**src/rtl/fetch_stage.sv**
```systemverilog
// Instruction fetch stage: one outstanding imem request, a skid buffer for
// responses that arrive under stall, and redirect handling via a kill flag.
module fetch_stage #(
    parameter logic [31:0] RESET_PC  = 32'h0000_0000,
    parameter logic [31:0] NOP_INSTR = 32'h0000_0013
) (
    input  logic        clk,
    input  logic        rst,
    input  logic        stall_i,
    input  logic        br_taken_i,
    input  logic [31:0] br_target_i,
    output logic        imem_req_o,
    output logic [31:0] imem_addr_o,
    input  logic        imem_rvalid_i,
    input  logic [31:0] imem_rdata_i,
    output logic [31:0] pc_o,
    output logic [31:0] instr_o,
    output logic        valid_o
);

    typedef enum logic [1:0] {
        S_ISSUE,
        S_WAIT,
        S_HOLD
    } state_e;

    state_e      state_q;
    logic        kill_q;
    logic [31:0] fetch_pc_q;
    logic [31:0] skid_pc_q;
    logic [31:0] skid_instr_q;
    logic [31:0] pc_q;
    logic [31:0] instr_q;
    logic        valid_q;
    logic [31:0] fetch_pc_d;

    assign fetch_pc_d = fetch_pc_q + 32'd4;

    // Gated by rst so no request leaks out while the state is forced to ISSUE.
    assign imem_req_o  = (state_q == S_ISSUE) && !rst;
    assign imem_addr_o = fetch_pc_q;
    assign pc_o        = pc_q;
    assign instr_o     = instr_q;
    assign valid_o     = valid_q;

    always_ff @(posedge clk) begin
        if (rst) begin
            state_q      <= S_ISSUE;
            kill_q       <= 1'b0;
            fetch_pc_q   <= RESET_PC;
            skid_pc_q    <= '0;
            skid_instr_q <= '0;
            pc_q         <= '0;
            instr_q      <= NOP_INSTR;
            valid_q      <= 1'b0;
        end else if (br_taken_i) begin
            fetch_pc_q   <= br_target_i;
            valid_q      <= 1'b0;
            instr_q      <= NOP_INSTR;
            skid_pc_q    <= '0;
            skid_instr_q <= '0;
            unique case (state_q)
                S_ISSUE: begin
                    state_q <= S_WAIT;
                    kill_q  <= 1'b1;
                end
                S_WAIT: begin
                    if (imem_rvalid_i) begin
                        state_q <= S_ISSUE;
                        kill_q  <= 1'b0;
                    end else begin
                        kill_q  <= 1'b1;
                    end
                end
                default: begin
                    state_q <= S_ISSUE;
                    kill_q  <= 1'b0;
                end
            endcase
        end else begin
            // Bubble unless a branch below loads a real instruction.
            if (!stall_i) begin
                valid_q <= 1'b0;
                instr_q <= NOP_INSTR;
            end
            unique case (state_q)
                S_ISSUE: begin
                    state_q <= S_WAIT;
                end
                S_WAIT: begin
                    if (imem_rvalid_i) begin
                        if (kill_q) begin
                            kill_q  <= 1'b0;
                            state_q <= S_ISSUE;
                        end else if (!stall_i) begin
                            pc_q       <= fetch_pc_q;
                            instr_q    <= imem_rdata_i;
                            valid_q    <= 1'b1;
                            fetch_pc_q <= fetch_pc_d;
                            state_q    <= S_ISSUE;
                        end else begin
                            skid_pc_q    <= fetch_pc_q;
                            skid_instr_q <= imem_rdata_i;
                            fetch_pc_q   <= fetch_pc_d;
                            state_q      <= S_HOLD;
                        end
                    end
                end
                default: begin
                    if (!stall_i) begin
                        pc_q    <= skid_pc_q;
                        instr_q <= skid_instr_q;
                        valid_q <= 1'b1;
                        state_q <= S_ISSUE;
                    end
                end
            endcase
        end
    end

endmodule

```
**config.mk**
```make
export PLATFORM = sky130hd
export DESIGN_NAME = fetch_stage
export DESIGN_NICKNAME = d
export VERILOG_FILES = /design/src/rtl/fetch_stage.sv
export SDC_FILE = /design/constraint.sdc
export NUM_CORES = 1
export LEC_CHECK = 0
export ABC_AREA = 1
export CAP_MARGIN = 10
export CORE_ASPECT_RATIO = 0.5
export CORE_MARGIN = 3
export CORE_UTILIZATION = 54
export CTS_CLUSTER_DIAMETER = 50
export DETAILED_ROUTE_END_ITERATION = 7
export HOLD_SLACK_MARGIN = 0.15
export PLACE_DENSITY = 0.85
export SLEW_MARGIN = 20
export SYNTH_ARGS = -nofsm -noshare
export SYNTH_HDL_FRONTEND = slang
export SYNTH_SLANG_ARGS = --single-unit
```
**constraint.sdc**
```tcl
create_clock -name clk -period 4.1 [get_ports clk]
set_clock_uncertainty 0.15 [all_clocks]
set_input_delay 0.615 -clock clk [delete_from_list [all_inputs] [get_ports clk]]
set_output_delay 0.615 -clock clk [all_outputs]
set_load 0.02 [all_outputs]
```
# Word-level counts from Yosys, hierarchy flattened
# Index checks and enable logic that the tools add are counted.
# W data, S select, Z words.
[word_totals] regBits=164 inputBits=69
[op_classes] add_sub_neg=1 eq_ne=7 muxes=33 bitwise=3 reduce_logical=11
[op_table] op="$mux W32" count=13
[op_table] op="$pmux W32 S2" count=2
[op_table] op="$add A32 B3 Y32 const B" count=1
[op_table] op="$mux W2" count=6
[op_table] op="$mux W1" count=8
[op_table] op="$pmux W2 S2" count=2
[op_table] op="$ne A2 B2 Y1 const B" count=3
[op_table] op="$reduce_and A6 Y1" count=1
[op_table] op="$ne A2 B1 Y1 const B" count=2
[op_table] op="$ne A4 B1 Y1 const B" count=1
[op_table] op="$pmux W1 S2" count=2
[op_table] op="$reduce_and A2 Y1" count=2
[op_table] op="$reduce_and A4 Y1" count=1
[op_table] op="$reduce_bool A2 Y1" count=2
[op_table] op="$not A1 Y1" count=3
[op_table] op="$reduce_and A3 Y1" count=1
[op_table] op="$eq A2 B1 Y1 const B" count=1
[op_table] op="$logic_not A2 Y1" count=1
[op_table] op="$reduce_or A2 Y1" count=1
[op_table] op="$logic_and A1 B1 Y1" count=1
[op_table] op="$logic_not A1 Y1" count=1

# Depth between registers and ports, before layout
# Gate-level depths: netlist (run 1).
[logic_depth] word_depth=5 depth_mapped=12 depth_no_buf=11

# Worst setup path after synthesis (run 1)
# Ideal clock, no wire load.
[synth_path] path_type="input port to output port" start="in rst" end="out imem_req_o" t_arrival_ns=1.321 required_time_ns=3.335 slack_ns=2.014 stages=3 path_buffers=2 path_cell_list="clkbuf_1 > buf_1 > nor2_1"
[synth_between] elab_chain_cells=2
[synth_lines] item="start, declared" line="8" text="input logic rst,"
[synth_lines] item="$logic_not A1 Y1" line="40" text="assign imem_req_o = (state_q == S_ISSUE) && !rst;"
[synth_lines] item="$logic_and A1 B1 Y1" line="40"
[synth_lines] item="end, declared" line="12" text="output logic imem_req_o,"
# Every way passes these cells.

# Worst setup path after layout (run 1)
[layout_path] start="reg state_q[1]" end="reg pc_q[31], in the netlist pc_o[31]"
[layout_between] elab_chain_cells=3
[layout_lines] item="start, declared" line="27" text="state_e state_q;"
[layout_lines] item="start signal, assigned" line="48" text="state_q <= S_ISSUE;"
[layout_lines] item="start signal, assigned" line="64" text="state_q <= S_WAIT;"
[layout_lines] item="start signal, assigned" line="69" text="state_q <= S_ISSUE;"
[layout_lines] item="$eq A2 B1 Y1 / $logic_not A2 Y1 (equally long branches)" line="86" text="unique case (state_q)"
[layout_lines] item="$ne A2 B2 Y1 (no source line), or another cell as far along"
[layout_lines] item="$reduce_and A6 Y1 (no source line)"
[layout_lines] item="end signal, assigned" line="96" text="pc_q <= fetch_pc_q;"
[layout_lines] item="end signal, assigned" line="111" text="pc_q <= skid_pc_q;"
[layout_lines] item="end, declared" line="32" text="logic [31:0] pc_q;"
# Several ways; a longest one is shown, not always the timed one.
# A chain may end at the register's enable or synchronous reset.

==> impl_metrics.yaml, run 1 <==
sta:
  grt_setup_unrepaired: "no"
  timing.final.setup_violations: 0
  tightest_slew_ps: 852
  fin_crit_sh_pct: 72.5
  final-max-slew-violation-count: 0
  max_freq_ghz: 0.336
  period_minus_slack_ps: 2970
  final.setup.tns_ps: 0
  number_of_failing_hold_endpoints_at_the_final_stage: 0
  max_slew_margin_pct: 43.2
synthesis:
  yosys.cell_count.top_type: "sky130_fd_sc_hd__nand2_1"
  synth_top_cells_by_count: "250 x sky130_fd_sc_hd__nand2_1, 164 x sky130_fd_sc_hd__dfxtp_1, 152 x sky130_fd_sc_hd__nor2_1, 109 x sky130_fd_sc_hd__a21oi_1, 100 x sky130_fd_sc_hd__o21ai_0"
  synth.lib_cells_used.distinct: 32
  synth.yosys.seq_area_share_pct: 45.3
  post-synth-top-area-cell: "sky130_fd_sc_hd__dfxtp_1"
  dominantRegCellSynth: "sky130_fd_sc_hd__dfxtp_1"
  synthDominantCellAreaShare_pct: 45.3
  syn_area_per_cell_um2: 7.00
  post_syn_area_um2: 7240
  ys.warnings.count: 0
  ys_async_sr_fraction_pct: 0
  synth_top_cells_by_area: "sky130_fd_sc_hd__dfxtp_1 45%, sky130_fd_sc_hd__nand2_1 13%, sky130_fd_sc_hd__nor2_1 7.9%"
  synth.ff_latch_count: 164
  synthesis.instances: 1034
  number_of_synthesized_flops_with_an_enable_pin: 0
  synthesis.nets: 1104
cells_and_area:
  n_antenna_cell: 0
  final_net_count: 1235
  proportion_of_layout_cells_with_a_drive_suffix_above_1_pct: 5.52
  areaGrowthSynthToFinish_pct: 31.0
placement:
  io_buffer_count: 166
  place.gp.congestion: 0.975
  place.detailed.hpwl_um: 15400
pwr:
  total_power_mw: 3.79
  peakVddDrop_mv: 0.252
  power.leakage_nw: 3.35
  powerDensity_nw_per_um2: 399
outcome:
  status: "finished, final reports clean"
route:
  drt_first_pass_iters: 5
  drt_wl_total_um: 22400
  post-route-drc-count: 0
  vias_per_cell: 5.60
  drt.antenna.violating_nets: 0
  via_count: 7550
  initialDrtViolationCount: 636
  detail_route.wl_per_cell_um: 16.6
cts:
  cts_buffers: 17
  insertion_delay_ps: 420
  post_cts_buffers: 0
  cts_tree: "built"
  ctsHoldBuffers: 0
  clock_sink_count: 164
  cts.repair.resized: 0
  clk_path_buf_depth: 2
  ctsHtreeMaxLevel: 4
  cts-root-buf: "sky130_fd_sc_hd__clkbuf_16"
  clk_pin_slew_ps: 70
worst_hold_path:
  holdCritPathClass: "flop to flop"
grt:
  grt_start_max_net_pins: 65
  antenna_violations_before_repair: 0
  grt_overflow: 0
  globalRouteTotalUtil_pct: 30.1
  first_global_vias: 7048
  grt_pass1_wl_um: 35900
worst_setup_path:
  timing.critical_path.mode_cell: "sky130_fd_sc_hd__nand2_8"
  crit_required_ps: 4220
  nature_of_the_critical_path_startpoint: "flop"
  path_max_fanout: 64
  setup.worst_path.class: "flop to flop"
  critPathArrivalTime_ps: 3090
  cp_cell_sequence: "buf_4 -> inv_4 -> nand2_8 -> inv_6 -> nand2_8 -> o21ai_1 -> nand2_1 -> clkinv_2 -> o21ai_0 -> a31oi_1"
  cp-end-kind: "flop"
  critical_path.slowest_cell: "sky130_fd_sc_hd__clkinv_2"
  critPathBufInv: 4
  path_delay_family: "buffers and inverters"
  critical_path_s_largest_stage_delay_ps: 610
die:
  die_area_um2: 14900
  initial_core_util_pct: 56.2
  die_w_um: 170
  core_area_um2: 12900
  chipHeight_um: 87.9
  ioPinCount: 167
  placement_rows: 29
run:
  maxCapViolCount: 0
==> routing by layer <==
metal,track usage [%],part of all wire (%),vias to the layer above
met5,0,0,-
li1,-,-,3669
met1,41.4,46,3522
met4,7.86,0.88,0
met2,48.0,44,341
met3,7.44,9.0,18
==> logic make-up (layout without fill, tap and decap cells) <==
family | Yosys count | after routing | synth area share [%]
xor gates and xnor gates | 9 | 9 | 1.09
buffers and inverters | 118 | 262 | 7.29
and+or+nand+nor | 441 | 441 | 24.3
AOI/OAI and AO/OA | 301 | 301 | 21.8
DFF | 164 | 164 | 45.3
adders and majority gates | 1 | 1 | 0.173
==> power by group <==
part,switching [mW],internal (mW),leakage [nW],total (mW)
combinational,0.284,0.203,1.73,0.488
clock,0.759,0.834,0.289,1.59
sequential,0.0602,1.65,1.33,1.71
==> placed cells by master, fill, tap and decap left out, drive strengths merged, types with 2 or more instances in the layout <==
master / netlist / routed
a21oi: 109 / 109
o21ai: 145 / 145
buf: 33 / 9
clkdlybuf4s50: 0 / 166
clkinv: 1 / 7
nor2: 159 / 159
dfxtp: 164 / 164
a211oi: 3 / 3
nand2: 252 / 252
a31oi: 37 / 37
xor2: 7 / 7
inv: 54 / 61
clkbuf: 30 / 18
nor3: 4 / 4
o22ai: 4 / 4
xnor2: 2 / 2
nand3: 25 / 25
==> worst paths after layout <==
check	endpoint	slack, ps	cells after the start	from
worst min-delay path	flop	320	2	flop
worst max-delay path	pc_o[31]$_SDFFE_PP0P_	1130	10	state_q[1]$_SDFFE_PP0P_
worst max register to register	pc_o[31]$_SDFFE_PP0P_	1130	10	state_q[1]$_SDFFE_PP0P_
worst min register to register	flop	320	2	flop
==> worst register-to-register path: stages, from the launching register on <==
cell and delay, ps:
sky130_fd_sc_hd__dfxtp_1 310, sky130_fd_sc_hd__buf_4 340, sky130_fd_sc_hd__inv_4 100, sky130_fd_sc_hd__nand2_8 230, sky130_fd_sc_hd__inv_6 190, sky130_fd_sc_hd__nand2_8 160, sky130_fd_sc_hd__o21ai_1 80, sky130_fd_sc_hd__nand2_1 80
sky130_fd_sc_hd__clkinv_2 610, sky130_fd_sc_hd__o21ai_0 520, sky130_fd_sc_hd__a31oi_1 60
==> final cells by class <==
cell class	instances	area, um^2
multi-input combinational	752	3430
fill	1034	3400
sequential	164	3280
timing repair buffer	175	1740
clock buffer	18	439
inverter	55	218
tap	170	213
clock inverter	14	156
==> metrics by stage <==
step           instance area [um^2]  utilization [%]  cells  hold WS [ps]  setup WS, ps
2_1_floorplan                  7240                -   1034           294          2010
3_3_place_gp                   8890             69.0   1316           294          1040
3_5_place_dp                   8890             69.0   1316           303           876
4_1_cts                        9490             73.6   1348           317          1130
5_1_grt                        9490             73.6   1348           326           819
6_report                       9490             73.6   1348           318          1130
Note: power is estimated with default switching activity, not from simulation.
==> inputs of run 2 (changes only) <==
--- a/config.mk
+++ b/config.mk
@@ -9,11 +9,11 @@
 export CAP_MARGIN = 10
 export CORE_ASPECT_RATIO = 0.5
 export CORE_MARGIN = 3
-export CORE_UTILIZATION = 54
+export CORE_UTILIZATION = 50
 export CTS_CLUSTER_DIAMETER = 50
 export DETAILED_ROUTE_END_ITERATION = 7
 export HOLD_SLACK_MARGIN = 0.15
-export PLACE_DENSITY = 0.85
+export PLACE_DENSITY = 0.8
 export SLEW_MARGIN = 20
 export SYNTH_ARGS = -nofsm -noshare
 export SYNTH_HDL_FRONTEND = slang
==> constraint.sdc (replaced) <==
create_clock -name clk -period 2.8 [get_ports clk]
set_clock_uncertainty 0.15 [all_clocks]
set_input_delay 0.42 -clock clk [delete_from_list [all_inputs] [get_ports clk]]
set_output_delay 0.42 -clock clk [all_outputs]
set_load 0.02 [all_outputs]
==> run 2 against run 1 <==
Sequential power rose by 46%. Die area rose by 7.6%. Combinational power grew 49%. Highest routed layer unchanged.
==> impl_metrics.yaml, run 2 (same netlist as run 1, synthesis figures left out) <==
grt:
  grt_overflow: 0
  globalRouteTotalUtil_pct: 28.6
  grt_start_max_net_pins: 41
  grt_pass1_wl_um: 37200
  first_global_vias: 7242
  antenna_violations_before_repair: 0
die:
  chipHeight_um: 91.1
  die_w_um: 176
  core_area_um2: 13900
  ioPinCount: 167
  placement_rows: 30
  die_area_um2: 16000
  initial_core_util_pct: 52.3
pwr:
  clockPowerShare_pct: 41.8
  combinationalPowerShare_pct: 13.1
  powerDensity_nw_per_um2: 579
  total_power_mw: 5.54
  sw_frac_of_total_pct: 28.2
  netSwitchingPower_mw: 1.56
  peakVddDrop_mv: 0.389
  cellInternalPower_mw: 3.98
  sequentialPowerShare_pct: 45.1
  power.leakage_nw: 3.40
cts:
  cts.repair.resized: 0
  post_cts_buffers: 0
  cts_tree: "built"
  insertion_delay_ps: 430
  ctsHtreeMaxLevel: 4
  clock_sink_count: 164
  clk_path_buf_depth: 2
  cts_buffers: 17
  ctsHoldBuffers: 0
  cts-root-buf: "sky130_fd_sc_hd__clkbuf_16"
  clk_pin_slew_ps: 70
run:
  maxCapViolCount: 0
route:
  drt_wl_total_um: 23000
  highest_layer: "met4"
  initialDrtViolationCount: 695
  via_count: 7513
  post-route-drc-count: 0
  detail_route.wl_per_cell_um: 16.6
  drt.antenna.violating_nets: 0
  met3_layer_wire_length_in_the_routed_design_um: 2080
  drt_first_pass_iters: 5
  routedLengthMet1_um: 10300
  met2WireLength_um: 10200
  vias_per_cell: 5.44
sta:
  fin_crit_sh_pct: 83.0
  timing.hold.ws_ps: 316
  number_of_failing_hold_endpoints_at_the_final_stage: 0
  max_freq_ghz: 0.430
  grt_setup_unrepaired: "no"
  final.setup.worst_slack_ps: 475
  final-max-slew-violation-count: 0
  timing.final.setup_violations: 0
  tightest_slew_ps: 425
  final.setup.tns_ps: 0
  period_minus_slack_ps: 2320
  max_slew_margin_pct: 71.6
cells_and_area:
  post_layout_nonfiller_instances: 1380
  postLayoutCoreUtil_pct: 69.2
  final_net_count: 1245
  n_fill_cell: 1148
  proportion_of_layout_cells_with_a_drive_suffix_above_1_pct: 6.23
  final_area_um2: 9580
  register_area_um2: 3280
  n_antenna_cell: 0
  multi_input_gate_area_in_the_final_layout_um2: 3430
  final_common_cell: "sky130_fd_sc_hd__nand2_1"
  areaGrowthSynthToFinish_pct: 32.3
  mostFrequentLayoutCells: "250 x sky130_fd_sc_hd__nand2_1, 166 x sky130_fd_sc_hd__clkdlybuf4s50_1, 164 x sky130_fd_sc_hd__dfxtp_1"
worst_setup_path:
  nature_of_the_critical_path_startpoint: "flop"
  setup.worst_path.class: "flop to output port"
  r2r.worst_path.cells: 9
  cp-end-kind: "output port"
  path_max_fanout: 3
  crit_required_ps: 2230
  critPathArrivalTime_ps: 1750
placement:
  place.detailed.hpwl_um: 15900
  placement.setup.worst_slack_ps: 438
  placed_area_um2: 9000
  place.gp.congestion: 0.949
  placed_cells_incl_taps: 1348
  io_buffer_count: 166
worst_hold_path:
  holdCritPathClass: "flop to flop"
  worstHoldPathCells: 2
outcome:
  status: "finished, final reports clean"
-- run 2: cell types whose count changed in the layout (fill, tap and decap cells not counted), sizes merged --
cell	delta
buf	+10
clkinv	-2
clkinvlp	+1
bufinv	+1
-- run 2: worst paths after layout --
path | start | to | slack (ps)
worst min-delay path | flop | flop | 320
worst max register to register | state_q[0]$_SDFFE_PP0P_ | pc_o[1]$_SDFFE_PP0P_ | 570
worst max-delay path | state_q[0]$_SDFFE_PP0P_ | imem_req_o | 480
worst min register to register | flop | flop | 320
-- run 2: metal layers --
layer,vias up,track usage (%)
met5,-,0
met4,0,7.57
met3,29,7.31
met2,359,45.2
met1,3431,39.0
li1,3694,-
-- run 2: power groups by stage --
stage | clock network [mW] | registers, mW | logic [mW]
6_report | 2.31 | 2.50 | 0.726
5_1_grt | 2.44 | 2.51 | 0.788
4_1_cts | 2.33 | 2.50 | 0.724
3_5_place_dp | 0 | 2.55 | 0.719
3_3_place_gp | 0 | 2.55 | 0.708
2_1_floorplan | 0 | 2.60 | 0.317
-- run 2: layout make-up --
type / instances / share of cell area (%)
clock buffers: 18 / 4.48
multi-input cells: 752 / 35.9
inverters: 55 / 2.27
repair buffers: 185 / 19.1
clock inverters: 14 / 1.50
flip-flops and latches: 164 / 34.3
well taps: 192 / 2.51
-- run 2: critical path: stages (launching register included) --
cell and delay, ps:
sky130_fd_sc_hd__dfxtp_1 380, sky130_fd_sc_hd__nor2_1 170, sky130_fd_sc_hd__inv_1 100, sky130_fd_sc_hd__nor2_1 90
sky130_fd_sc_hd__clkdlybuf4s50_1 610
==> inputs of run 3 (changes only) <==
==> constraint.sdc (replaced) <==
create_clock -name clk -period 2.3 [get_ports clk]
set_clock_uncertainty 0.15 [all_clocks]
set_input_delay 0.345 -clock clk [delete_from_list [all_inputs] [get_ports clk]]
set_output_delay 0.345 -clock clk [all_outputs]
set_load 0.02 [all_outputs]
==> run 3 against run 2 <==
Via count is 1.8% higher. Register-to-register slack worse by 410 ps. Global-route usage is 0.31 points higher. Sequential share of layout area is 0.75 points lower. Hold slack better by 2.8 ps. Final area is 2.2% higher. Highest routed layer unchanged. Non-clock buffer count is 13 higher.
==> impl_metrics.yaml, run 3 (same netlist as run 1, synthesis figures left out) <==
sta:
  max_slew_margin_pct: 71.2
  number_of_failing_hold_endpoints_at_the_final_stage: 0
  final-max-slew-violation-count: 0
  fin_crit_sh_pct: 93.2
  grt_setup_unrepaired: "no"
  period_minus_slack_ps: 2140
  tightest_slew_ps: 432
  final.setup.tns_ps: 0
  timing.final.setup_violations: 0
  max_freq_ghz: 0.466
route:
  post-route-drc-count: 0
  drt_first_pass_iters: 5
  drt.antenna.violating_nets: 0
  met3_layer_wire_length_in_the_routed_design_um: 1900
  drt_wl_total_um: 23200
  detail_route.wl_per_cell_um: 16.7
  initialDrtViolationCount: 686
  highest_layer: "met4"
  routedLengthMet1_um: 10500
  via_count: 7645
  vias_per_cell: 5.49
  met2WireLength_um: 10600
pwr:
  power.leakage_nw: 3.51
  peakVddDrop_mv: 0.493
  powerDensity_nw_per_um2: 724
die:
  die_area_um2: 16000
  die_w_um: 176
  ioPinCount: 167
  initial_core_util_pct: 52.3
  core_area_um2: 13900
  chipHeight_um: 91.1
  placement_rows: 30
worst_setup_path:
  path_max_fanout: 5
  crit_required_ps: 1800
  critPathArrivalTime_ps: 1650
  cp-end-kind: "output port"
  setup.worst_path.class: "flop to output port"
  nature_of_the_critical_path_startpoint: "flop"
grt:
  grt_overflow: 0
  antenna_violations_before_repair: 0
  globalRouteTotalUtil_pct: 28.9
  grt_pass1_wl_um: 37700
  grt_start_max_net_pins: 47
  first_global_vias: 7327
cells_and_area:
  n_antenna_cell: 0
  areaGrowthSynthToFinish_pct: 35.2
  mostFrequentLayoutCells: "250 x sky130_fd_sc_hd__nand2_1, 165 x sky130_fd_sc_hd__clkdlybuf4s50_1, 164 x sky130_fd_sc_hd__dfxtp_1"
  n_fill_cell: 1147
  final_common_cell: "sky130_fd_sc_hd__nand2_1"
  final_net_count: 1258
  final_area_um2: 9790
  post_layout_nonfiller_instances: 1393
  proportion_of_layout_cells_with_a_drive_suffix_above_1_pct: 7.24
cts:
  clk_pin_slew_ps: 70
  clock_sink_count: 164
  cts_buffers: 17
  cts_tree: "built"
  clk_path_buf_depth: 2
  cts-root-buf: "sky130_fd_sc_hd__clkbuf_16"
  ctsHoldBuffers: 0
  ctsHtreeMaxLevel: 4
  insertion_delay_ps: 420
placement:
  placed_cells_incl_taps: 1361
  place.gp.congestion: 0.951
  place.detailed.hpwl_um: 16500
  placed_area_um2: 9150
  io_buffer_count: 166
outcome:
  status: "finished, final reports clean"
run:
  maxCapViolCount: 0
worst_hold_path:
  holdCritPathClass: "flop to flop"
## run 3: timing repair
| action | CTS | global route |
|---|---|---|
| resized for setup | 1 | 0 |
| buffers inserted | 0 | 0 |
| endpoints found under the setup margin | 1 | 0 |
## run 3: path summary, 6_finish.rpt
kind,startpoint,end,slack (ps),cells past startpoint
max,imem_addr_o[7]$_SDFFE_PP0P_,imem_addr_o[7],160,2
min,skid_pc_q[1]$_SDFFE_PP0P_,pc_o[1]$_SDFFE_PP0P_,320,2
max reg2reg,state_q[0]$_SDFFE_PP0P_,pc_o[22]$_SDFFE_PP0P_,160,9
min reg2reg,skid_pc_q[1]$_SDFFE_PP0P_,pc_o[1]$_SDFFE_PP0P_,320,2
## run 3: cell type report
cell class	count	area (um^2)	area share, %
Timing Repair Buffer	198	1980	20.2
Clock buffer	18	429	4.38
Tap cell	192	240	2.45
Multi-Input combinational cell	752	3430	35.1
Inverter	55	218	2.22
Sequential cell	164	3280	33.5
Clock inverter	14	211	2.16
## run 3: routing by layer
metal	up-vias	GRT usage, %
met5	-	0
met4	0	6.19
met3	21	6.73
met2	311	46.5
met1	3600	39.8
li1	3713	-
## run 3: where the power goes
part	internal, mW	switching, mW
clock	1.86	1.27
combinational	0.397	0.522
sequential	2.94	0.102
## run 3: per-stage QoR
stage / hold WS (ps) / util [%] / power [mW] / setup WS, ps
after CTS: 318 / 70.7 / 7.10 / 162
after floorplan: 294 / - / 3.56 / 443
after global routing: 347 / 70.7 / 7.33 / 19.6
after global placement: 297 / 66.1 / 3.99 / 146
after detailed placement: 305 / 66.1 / 4.01 / 59.6
final: 319 / 70.7 / 7.09 / 156
## run 3: critical path: stages (launching register included)
cell and delay [ps]:
sky130_fd_sc_hd__dfxtp_1 460, sky130_fd_sc_hd__buf_4 180, sky130_fd_sc_hd__clkdlybuf4s50_1 600
